**config.mk**
```make
export PLATFORM = sky130hd
export DESIGN_NAME = ghost_round_scheduler
export DESIGN_NICKNAME = d
export VERILOG_FILES = /design/src/rtl/ghost_round_scheduler.sv
export SDC_FILE = /design/constraint.sdc
export NUM_CORES = 1
export LEC_CHECK = 0
export CORE_UTILIZATION = 61
export DETAILED_ROUTE_END_ITERATION = 8
export HOLD_SLACK_MARGIN = 0.05
export PLACE_DENSITY_LB_ADDON = 0.15
export SKIP_CTS_REPAIR_TIMING = 1
export SKIP_LAST_GASP = 1
export SYNTH_ARGS = -nofsm -noshare
export SYNTH_HDL_FRONTEND = slang
export SYNTH_SLANG_ARGS = --single-unit
```
**constraint.sdc**
```tcl
create_clock -name clk -period 5.4 [get_ports clk]
set_clock_uncertainty 0.2 [all_clocks]
set_input_delay 1.08 -clock clk [delete_from_list [all_inputs] [get_ports clk]]
set_output_delay 1.08 -clock clk [all_outputs]
set_load 0.02 [all_outputs]
```
**src/rtl/ghost_round_scheduler.sv**
```systemverilog
// Ghost round scheduler: drives the movement tick, the staggered per-ghost
// move enables, collision-to-lives resolution, the post-hit freeze window and
// the sticky fail/clear result for the play stage.
module ghost_round_scheduler #(
  parameter int N_GHOST      = 2,
  parameter int TICK_DIV     = 10_000_000,
  parameter int FREEZE_TICKS = 20,
  parameter int LIVES        = 3,
  parameter int PLAY_STATE   = 5
) (
  input  logic               clk,
  input  logic               rst_n,
  input  logic [2:0]         stage_state,
  input  logic [N_GHOST-1:0] hit_vec,
  input  logic               goal_reached,
  output logic [N_GHOST-1:0] move_en,
  output logic               ghost_hold,
  output logic [1:0]         hit_id,
  output logic [1:0]         lives,
  output logic               fail,
  output logic               clear,
  output logic [2:0]         sched_state
);

  typedef enum logic [2:0] {
    S_IDLE   = 3'd0,
    S_RUN    = 3'd1,
    S_FREEZE = 3'd2,
    S_OVER   = 3'd3,
    S_DONE   = 3'd4
  } state_e;

  localparam int CW = $clog2(TICK_DIV);
  localparam int FW = (FREEZE_TICKS > 1) ? $clog2(FREEZE_TICKS) : 1;

  localparam logic [CW-1:0] TICK_LAST   = CW'(TICK_DIV - 1);
  localparam logic [FW-1:0] FREEZE_LAST = FW'(FREEZE_TICKS - 1);
  localparam logic [1:0]    LIVES_INIT  = 2'(LIVES);

  state_e             state_q, state_d;
  logic [CW-1:0]      cnt_q, cnt_d;
  logic [FW-1:0]      frz_q, frz_d;
  logic [N_GHOST-1:0] move_en_q, move_en_d;
  logic               ghost_hold_q, ghost_hold_d;
  logic [1:0]         hit_id_q, hit_id_d;
  logic [1:0]         lives_q, lives_d;
  logic               fail_q, fail_d;
  logic               clear_q, clear_d;

  logic       in_play;
  logic       counting;
  logic       tick;
  logic [1:0] hit_idx;

  assign in_play  = (stage_state == 3'(PLAY_STATE));
  assign counting = (state_q == S_RUN) || (state_q == S_FREEZE);
  assign tick     = counting && (cnt_q == TICK_LAST);

  // Lowest-index ghost wins when several report a hit in the same cycle.
  always_comb begin
    hit_idx = 2'd0;
    for (int i = N_GHOST - 1; i >= 0; i--) begin
      if (hit_vec[i]) hit_idx = 2'(i);
    end
  end

  // Next-state, counter and output computation for the scheduler FSM.
  always_comb begin
    // NOTE: every variable gets a default first so no path leaves it unassigned (no latches).
    state_d    = state_q;
    cnt_d      = counting ? (tick ? '0 : cnt_q + CW'(1)) : '0;
    frz_d      = frz_q;
    hit_id_d   = hit_id_q;
    lives_d    = lives_q;
    fail_d     = fail_q;
    clear_d    = clear_q;
    move_en_d  = '0;

    unique case (state_q)
      S_IDLE: begin
        frz_d   = '0;
        lives_d = LIVES_INIT;
        if (in_play) state_d = S_RUN;
      end
      S_RUN: begin
        if (|hit_vec) begin
          hit_id_d = hit_idx;
          if (lives_q <= 2'd1) begin
            lives_d = 2'd0;
            fail_d  = 1'b1;
            state_d = S_OVER;
          end else begin
            lives_d = lives_q - 2'd1;
            frz_d   = '0;
            state_d = S_FREEZE;
          end
        end else if (goal_reached) begin
          clear_d = 1'b1;
          state_d = S_DONE;
        end
      end
      S_FREEZE: begin
        if (tick) begin
          if (frz_q == FREEZE_LAST) begin
            frz_d   = '0;
            state_d = S_RUN;
          end else begin
            frz_d = frz_q + FW'(1);
          end
        end
      end
      S_OVER, S_DONE: ;
      default: state_d = S_IDLE;
    endcase

    // Leaving the play stage discards everything, whatever the current state.
    if (!in_play) begin
      state_d  = S_IDLE;
      cnt_d    = '0;
      frz_d    = '0;
      hit_id_d = 2'd0;
      lives_d  = LIVES_INIT;
      fail_d   = 1'b0;
      clear_d  = 1'b0;
    end

    // Stagger chain: ghost 0 steps the cycle after a tick, ghost i one cycle
    // after ghost i-1. Any exit from RUN flushes the pending chain.
    if (state_d == S_RUN) begin
      move_en_d[0] = tick;
      for (int i = 1; i < N_GHOST; i++) move_en_d[i] = move_en_q[i-1];
    end

    ghost_hold_d = (state_d != S_RUN);
  end

  // State and registered outputs.
  always_ff @(posedge clk or negedge rst_n) begin
    // NOTE: sequential state uses non-blocking assignments so all flops update together.
    if (!rst_n) begin
      state_q      <= S_IDLE;
      cnt_q        <= '0;
      frz_q        <= '0;
      move_en_q    <= '0;
      ghost_hold_q <= 1'b1;
      hit_id_q     <= 2'd0;
      lives_q      <= LIVES_INIT;
      fail_q       <= 1'b0;
      clear_q      <= 1'b0;
    end else begin
      state_q      <= state_d;
      cnt_q        <= cnt_d;
      frz_q        <= frz_d;
      move_en_q    <= move_en_d;
      ghost_hold_q <= ghost_hold_d;
      hit_id_q     <= hit_id_d;
      lives_q      <= lives_d;
      fail_q       <= fail_d;
      clear_q      <= clear_d;
    end
  end

  assign move_en     = move_en_q;
  assign ghost_hold  = ghost_hold_q;
  assign hit_id      = hit_id_q;
  assign lives       = lives_q;
  assign fail        = fail_q;
  assign clear       = clear_q;
  assign sched_state = state_q;

endmodule

```
---- Word-level counts from Yosys, hierarchy flattened ----
Index checks and enable logic that the tools add are counted.
cells by class
  add/sub/neg operators ................... 3
  order comparisons ....................... 1
  equal/unequal tests ..................... 19
  muxes and demuxes ....................... 34
  reduce and logical (&&, ||, !) cells .... 10
operators by type and width
  kind                   count
  $mux 24                3
  $mux 5                 5
  $add 24x1->24 const B  1
  $eq 24x24->1 const B   1
  $mux 3                 5
  $pmux 5 s3             1
  $mux 2                 7
  $pmux 3 s4             1
  $mux 1                 11
  $eq 3x1->1 const B     2
  $eq 3x2->1 const B     2
  $eq 3x3->1 const B     2
  $ne 2x1->1 const B     3
  $ne 3x1->1 const B     2
  $ne 3x3->1 const B     2
  $reduce_and 3->1       2
  $add 5x1->5 const B    1
  $eq 5x5->1 const B     1
  $ne 2x2->1 const B     2
  $ne 4x1->1 const B     1
  $pmux 2 s2             1
  $reduce_and 2->1       2
  $reduce_and 4->1       1
  $reduce_or 2->1        2
  6 further kinds        6
word-level totals
  flip-flop bits (word level) ............. 41
  input port bits ......................... 8
  output and inout port bits .............. 12

---- Depth between registers and ports, before layout ----
Gate-level depths: netlist (run 1).
  depth after elaboration ................. 8
  mapped depth ............................ 7
  mapped depth without buffers ............ 6

---- Least setup slack after synthesis (run 1) ----
Ideal clock, no wire load.
  path type ............................... input to register
  from .................................... input port stage_state[1]
  to ...................................... register frz_q[3]
  library setup time ...................... 0.095 ns
  arrival ................................. 2.244 ns
  data required time ...................... 5.105 ns
  path slack .............................. 2.861 ns
  stages .................................. 5
  path buffers ............................ 0
  cells stage by stage .................... nand3b_1 -> or4_1 -> a31oi_1 -> o31ai_1 -> o31ai_1
on the way
  word-level cells in the longest chain between the ends .. 3
  elaborated cells between the ends (all ways) .. 7
RTL lines
  element                                                    RTL line  RTL
  start, declared                                            13        input logic [2:0] stage_state,
  $eq 3x3->1 *                                               55        assign in_play = (stage_state == 3'(PLAY_STATE));
  $ne 4x1->1 (no source line), or another cell as far along  n/a
  $reduce_and 4->1 (no source line)                          n/a
  end signal, assigned                                       153       frz_q <= frz_d;
  end, declared                                              42        logic [FW-1:0] frz_q, frz_d;
Mark *: on every way between the ends. The rest lies on a longest branch, timed or not.
A chain may end at the register's enable or synchronous reset.

---- Worst setup path after layout (run 1) ----
  from .................................... register state_q[0], in the netlist sched_state[0]
  to ...................................... output port sched_state[0]
RTL lines
  element                 RTL line  RTL
  start, declared         40        state_e state_q, state_d;
  start signal, assigned  151       state_q <= state_d;
  end, declared           22        output logic [2:0] sched_state
No word-level cell between the ends.

==> run_results.csv, run 1 <==
group,metric,value,unit
critical_path,worstPathArrival,1.71,ns
drt,drt_iter0_drc,197,
synth,synth-simple-area-share,27.94,%
critical_path,rrSetupSlack,2.91,ns
sta,tightestPinTransition,0.8923,ns
placement,portBuffers,18,
synth,synth_xor_area_share,9.721,%
drt,drtAntennaViolNets,0,
clock_network,clock_sinks,40,
synth,ys_seq_elements,40,
critical_path,crit_family,"buffers and inverters",
sta,drv_slew,0,
sta,finalSetupViolCount,0,
layout,final_cell_mix,"nor2_1 (40), dfrtp_1 (37), xnor2_1 (17), clkdlybuf4s50_1 (17), nand2_1 (11)",
floorplan,die_area,0.003765,mm^2
sta,relSlewSlack,40.51,%
layout,nets,250,
critical_path,crit_buf_inv,1,
global_route,antenna_found_initial,0,
floorplan,rows,21,
placement,placed_cells_incl_taps,279,
sta,rsz0062_at_grt,"false",
synth,synth_compound_area_share,10.36,%
placement,dpl.hpwl,3282,um
synth,synth_warnings,0,
outcome,status,"finished clean",
sta,fin_crit,2.988,ns
drt,wirelength,4663,um
layout,drive_gt1_share,7.469,%
drt,wire_per_inst,16.25,um
layout,mostFrequentLayoutCell,"nor2_1",
global_route,grt_overflow,0,
placement,gp_congestion,0.8489,
synth,syn_inst,223,
synth,yosysUniqueCellTypes,56,
synth,synth_nets,233,
sta,fin_crit_sh,55.34,%
global_route,gr-usage-all-layers,28.37,%
min_path,worstHoldPathCells,1,
critical_path,critPathLaunchType,"flip-flop",
pwr,irDropWorstVdd,0.0002286,V
layout,fill_cells,267,
synth,synth.area.top_cells,"dfrtp_1 (43%), nor2_1 (7.0%), xnor2_1 (6.9%)",
global_route,grt_pass1_vias,1692,
floorplan,ios,20,
layout,fin_cells,287,
drt,vias_per_cell,6.171,
synth,avgSynthCellArea,9.639,um^2
critical_path,cp.required,4.12,ns
sta,finalHoldViolations,0,
critical_path,worstPathCellList,"clkdlybuf4s50_1",
drt,post-route-drc-count,0,
synth,synth.area.mux_share,0.4657,%
critical_path,cp_slowest_cell,"clkdlybuf4s50_1",
clock_network,cts_inserted_buffers,5,
synth,synth_edf_count,0,
synth,ys_seq_area_share,46.74,%
synth,synth_top_area_share,43.07,%
sta,fmax,334.6,MHz
clock_network,cts_tree,"yes",
clock_network,cts.htree.levels,2,
synth,synth_top_family_by_area,"simple AND/OR/NAND/NOR gates",
clock_network,clk_latency,0.35,ns
critical_path,rr_endpoint,"cnt_q[16]$_DFF_PN0_",
floorplan,floorplan.initialDensity,63.91,%
critical_path,path_max_fanout,13,
drt,vias,1771,
drt,drtPass1Iterations,4,
critical_path,endpoint_kind,"output pin",
global_route,grt_max_degree,41,
job,max_cap_viol_count,0,
min_path,min_path_type,"reg -> reg",
floorplan,die_y,61.36,um
layout,diodes,0,
clock_network,cts_root_buf,"clkbuf_4",
synth,syn_area,0.002150,mm^2
synth,postSynth.asyncResetShare,100.0,%
pwr,power_leakage,0.9058,nW
sta,setup_tns,0,ns
critical_path,crit_start,"sched_state[0]$_DFF_PN0_",
min_path,holdPathEnd,"cnt_q[0]$_DFF_PN0_",
critical_path,reg2reg_from,"cnt_q[0]$_DFF_PN0_",
synth,yosysTopAreaCell,"dfrtp_1",
global_route,grt_pass1_wl,7707,um
floorplan,die_width,61.36,um
min_path,hp-start,"cnt_q[0]$_DFF_PN0_",
clock_network,clk_path_buf_depth,2,
floorplan,coreArea,0.003363,mm^2
critical_path,cpPeakStageDelay,0.70,ns
layout,syn2layout_area_growth,11.99,%
clock_network,clk_pin_slew_worst_paths,0.12,ns
pwr,powerDensity,216.5,mW/mm^2
synth,synth_fa_ha_area_share,1.164,%
synth,yosys_most_used_dff,"dfrtp_1",
critical_path,reg2regPathDepth,6,
critical_path,critPathKind,"reg -> out",
[cell type report]
cell class              instances  area [um^2]  share of cell area, %
repair buffers                 18        175.2                  7.277
flip-flops and latches         40         1005                  41.74
well taps                      46        57.56                  2.391
clock buffers                   6        41.29                  1.715
inverters                       6        22.52                 0.9356
clock inverters                 2        35.03                  1.455
multi-input cells             169         1071                  44.49
[power breakdown]
part           switching (W)  internal, W
clock              0.0000976    0.0000971
combinational      0.0000151   0.00000882
sequential        0.00000179     0.000301
total               0.000114     0.000407
[flip-flops by register name, summed over array words and instances, names as in the netlist]
signal and cells:
frz_q 5, move_en 2, lives 2, hit_id 1, fail 1, ghost_hold 1
sched_state 3, clear 1, cnt_q 24
[cell families after synthesis]
family,Yosys count
adder cells (fa/ha/maj),2
multiplexers,1
AND/OR/NAND/NOR,110
AO/OA/AOI/OAI,32
other,1
XOR/XNOR,23
flip-flops,40
buffers and inverters,14
[how the worst max path moves through the flow]
stage	endpoint	slack (ns)	cells after the start
3_5_place_dp	frz_q[3]$_DFFE_PN0P_	2.24	6
2_1_floorplan	frz_q[3]$_DFFE_PN0P_	2.86	5
3_3_place_gp	frz_q[3]$_DFFE_PN0P_	2.29	6
5_1_grt	sched_state[0]	2.34	1
6_report	sched_state[0]	2.41	1
4_1_cts	sched_state[0]	2.42	1
[layer usage]
layer / GRT usage, % / vias to the layer above / wire [um]
met2: 48.91 / 66 / 2465
met1: 34.16 / 871 / 1896
met4: 11.11 / 0 / 65
met5: 0 / - / 0
li1: - / 825 / -
met3: 7.353 / 9 / 235
[metrics by stage]
| step | setup slack (ns) | power (W) | hold WS (ns) | area (um^2) | utilization (%) |
|---|---|---|---|---|---|
| after floorplan | 2.861 | 0.0003177 | 0.2218 | 2150 | - |
| after global placement | 2.295 | 0.0003308 | 0.2355 | 2331 | 69.31 |
| after detailed placement | 2.243 | 0.0003320 | 0.2451 | 2331 | 69.31 |
| after CTS | 2.417 | 0.0005252 | 0.2609 | 2407 | 71.58 |
| after global routing | 2.338 | 0.0005387 | 0.2858 | 2407 | 71.58 |
| final | 2.412 | 0.0005211 | 0.2568 | 2407 | 71.58 |
[Yosys cell counts, drive strengths merged (7+ instances only)]
cell and n:
xnor2 17, nand2 11, dfrtp 37, nand3 10, nand4 9, o21ai 7, nor2 40, nor4 7
Note: power is estimated with default switching activity, not from simulation.
==> run 2: changes to the inputs <==
--- a/config.mk
+++ b/config.mk
@@ -5,7 +5,7 @@
 export SDC_FILE = /design/constraint.sdc
 export NUM_CORES = 1
 export LEC_CHECK = 0
-export CORE_UTILIZATION = 61
+export CORE_UTILIZATION = 57
 export DETAILED_ROUTE_END_ITERATION = 8
 export HOLD_SLACK_MARGIN = 0.05
 export PLACE_DENSITY_LB_ADDON = 0.15
==> constraint.sdc (replaced) <==
create_clock -name clk -period 2.8 [get_ports clk]
set_clock_uncertainty 0.2 [all_clocks]
set_input_delay 0.56 -clock clk [delete_from_list [all_inputs] [get_ports clk]]
set_output_delay 0.56 -clock clk [all_outputs]
set_load 0.02 [all_outputs]
==> run_results.csv, run 2 (same netlist as run 1, synthesis figures left out) <==
group,metric,value,unit
outcome,status,"finished clean",
clock_network,cts.htree.levels,2,
pwr,p_total,0.001142,W
sta,finalSetupViolCount,0,
sta,holdWs,0.1607,ns
sta,rsz0062_at_grt,"false",
clock_network,cts_tree,"yes",
drt,drt_iter0_drc,170,
critical_path,endpoint_kind,"flip-flop",
placement,dpl.hpwl,3132,um
pwr,powerDensity,461.8,mW/mm^2
floorplan,ios,20,
critical_path,critPathKind,"reg -> reg",
floorplan,rows,21,
layout,fin_cells,289,
drt,vias,1716,
min_path,min_path_type,"in -> async",
drt,vias_per_cell,5.938,
layout,largest_reg_flops,24,
global_route,grt_pass1_vias,1694,
sta,fin_crit_sh,86.59,%
drt,wire_per_inst,15.70,um
sta,setup_ws,0.3754,ns
pwr,power_leakage,0.9378,nW
drt,wirelength,4538,um
critical_path,rrSetupSlack,0.38,ns
global_route,grt_pass1_wl,7900,um
critical_path,rr_endpoint,"cnt_q[11]$_DFF_PN0_",
layout,nets,252,
sta,tightestPinTransition,0.8471,ns
global_route,grt_overflow,0,
clock_network,cts_inserted_buffers,5,
sta,fmax,412.4,MHz
layout,diodes,0,
layout,mostFrequentLayoutCell,"nor2_1",
floorplan,die_y,63.41,um
layout,final_cell_mix,"nor2_1 (40), dfrtp_1 (37), xnor2_1 (17), clkdlybuf4s50_1 (17), nand2_1 (11)",
layout,syn2layout_area_growth,15.02,%
pwr,irDropWorstVdd,0.0004311,V
critical_path,reg2regPathDepth,6,
clock_network,clk_pin_slew_worst_paths,0.08,ns
critical_path,cp.required,2.76,ns
clock_network,clk_latency,0.30,ns
global_route,antenna_found_initial,0,
global_route,gr-usage-all-layers,25.80,%
critical_path,critPathLaunchType,"flip-flop",
floorplan,die_width,63.41,um
floorplan,floorplan.initialDensity,61.98,%
layout,top_register,"cnt_q",
placement,dpl_worst_slack,0.2462,ns
drt,drtAntennaViolNets,0,
layout,fill_cells,269,
critical_path,path_max_fanout,24,
drt,drtPass1Iterations,4,
layout,drive_gt1_share,8.642,%
job,max_cap_viol_count,0,
sta,finalHoldViolations,0,
sta,setup_tns,0,ns
floorplan,die_area,0.004021,mm^2
placement,portBuffers,18,
placement,gp_congestion,0.8500,
sta,fin_crit,2.425,ns
critical_path,worstPathArrival,2.38,ns
floorplan,coreArea,0.003468,mm^2
global_route,grt_max_degree,41,
sta,drv_slew,0,
placement,placed_cells_incl_taps,281,
clock_network,clock_sinks,40,
drt,post-route-drc-count,0,
clock_network,cts_root_buf,"clkbuf_8",
critical_path,reg2reg_from,"cnt_q[0]$_DFF_PN0_",
clock_network,clk_path_buf_depth,2,
sta,relSlewSlack,43.53,%
-- run 2: cell types whose count changed in the layout (fill, tap and decap cells not counted), sizes merged --
cell    previous run  this run
clkbuf             6         7
buf                1         3
clkinv             1         0
-- run 2: worst max-delay path, stage by stage, from the launching register on --
cell and delay [ns]:
dfrtp_1 0.36, ha_1 0.31, nor4bb_1 0.25, nand4_1 0.21, or3_1 0.47, nand3_2 0.36
nor2_1 0.13
-- run 2: how the worst max path moves through the flow --
stage | startpoint | to
2_1_floorplan | sched_state[1]$_DFF_PN0_ | frz_q[4]$_DFFE_PN0P_
3_3_place_gp | hit_vec[1] | move_en[0]$_DFF_PN0_
3_5_place_dp | hit_vec[1] | move_en[1]$_DFF_PN0_
4_1_cts | cnt_q[0]$_DFF_PN0_ | cnt_q[11]$_DFF_PN0_
5_1_grt | cnt_q[0]$_DFF_PN0_ | cnt_q[11]$_DFF_PN0_
6_report | cnt_q[0]$_DFF_PN0_ | cnt_q[11]$_DFF_PN0_
-- run 2: power breakdown --
| part | internal (W) | switching, W | leakage, nW |
|---|---|---|---|
| clock | 0.000314 | 0.000198 | 0.0645 |
| sequential | 0.000580 | 0.00000313 | 0.548 |
| combinational | 0.0000178 | 0.0000288 | 0.325 |
-- run 2: stage by stage --
| stage | utilization, % | instance area [um^2] |
|---|---|---|
| after global routing | 71.28 | 2472 |
| after floorplan | - | 2150 |
| after detailed placement | 67.64 | 2346 |
| after global placement | 67.64 | 2346 |
| after CTS | 71.28 | 2472 |
| final | 71.28 | 2472 |
-- run 2: area by class of cell --
type                       instances  area, um^2  area share (%)
timing repair buffer              20       190.2           7.692
clock inverter                     1       30.03           1.215
multi-input combinational        169        1071           43.32
inverter                           6       22.52          0.9109
tap                               46       57.56           2.328
sequential                        40        1005           40.64
clock buffer                       7       96.34           3.897
-- run 2: per-layer routing --
| layer | wire [um] | track usage [%] |
|---|---|---|
| met5 | 0 | 0 |
| met3 | 204 | 7.790 |
| met4 | 91 | 9.091 |
| met1 | 1998 | 32.89 |
| met2 | 2244 | 41.49 |
==> run 3: changes to the inputs <==
--- a/config.mk
+++ b/config.mk
@@ -11,6 +11,7 @@
 export PLACE_DENSITY_LB_ADDON = 0.15
 export SKIP_CTS_REPAIR_TIMING = 1
 export SKIP_LAST_GASP = 1
+export SLEW_MARGIN = 20
 export SYNTH_ARGS = -nofsm -noshare
 export SYNTH_HDL_FRONTEND = slang
 export SYNTH_SLANG_ARGS = --single-unit
==> results of run 3 <==
Same layout as run 2: the final DEF is identical, and so are final timing and power.
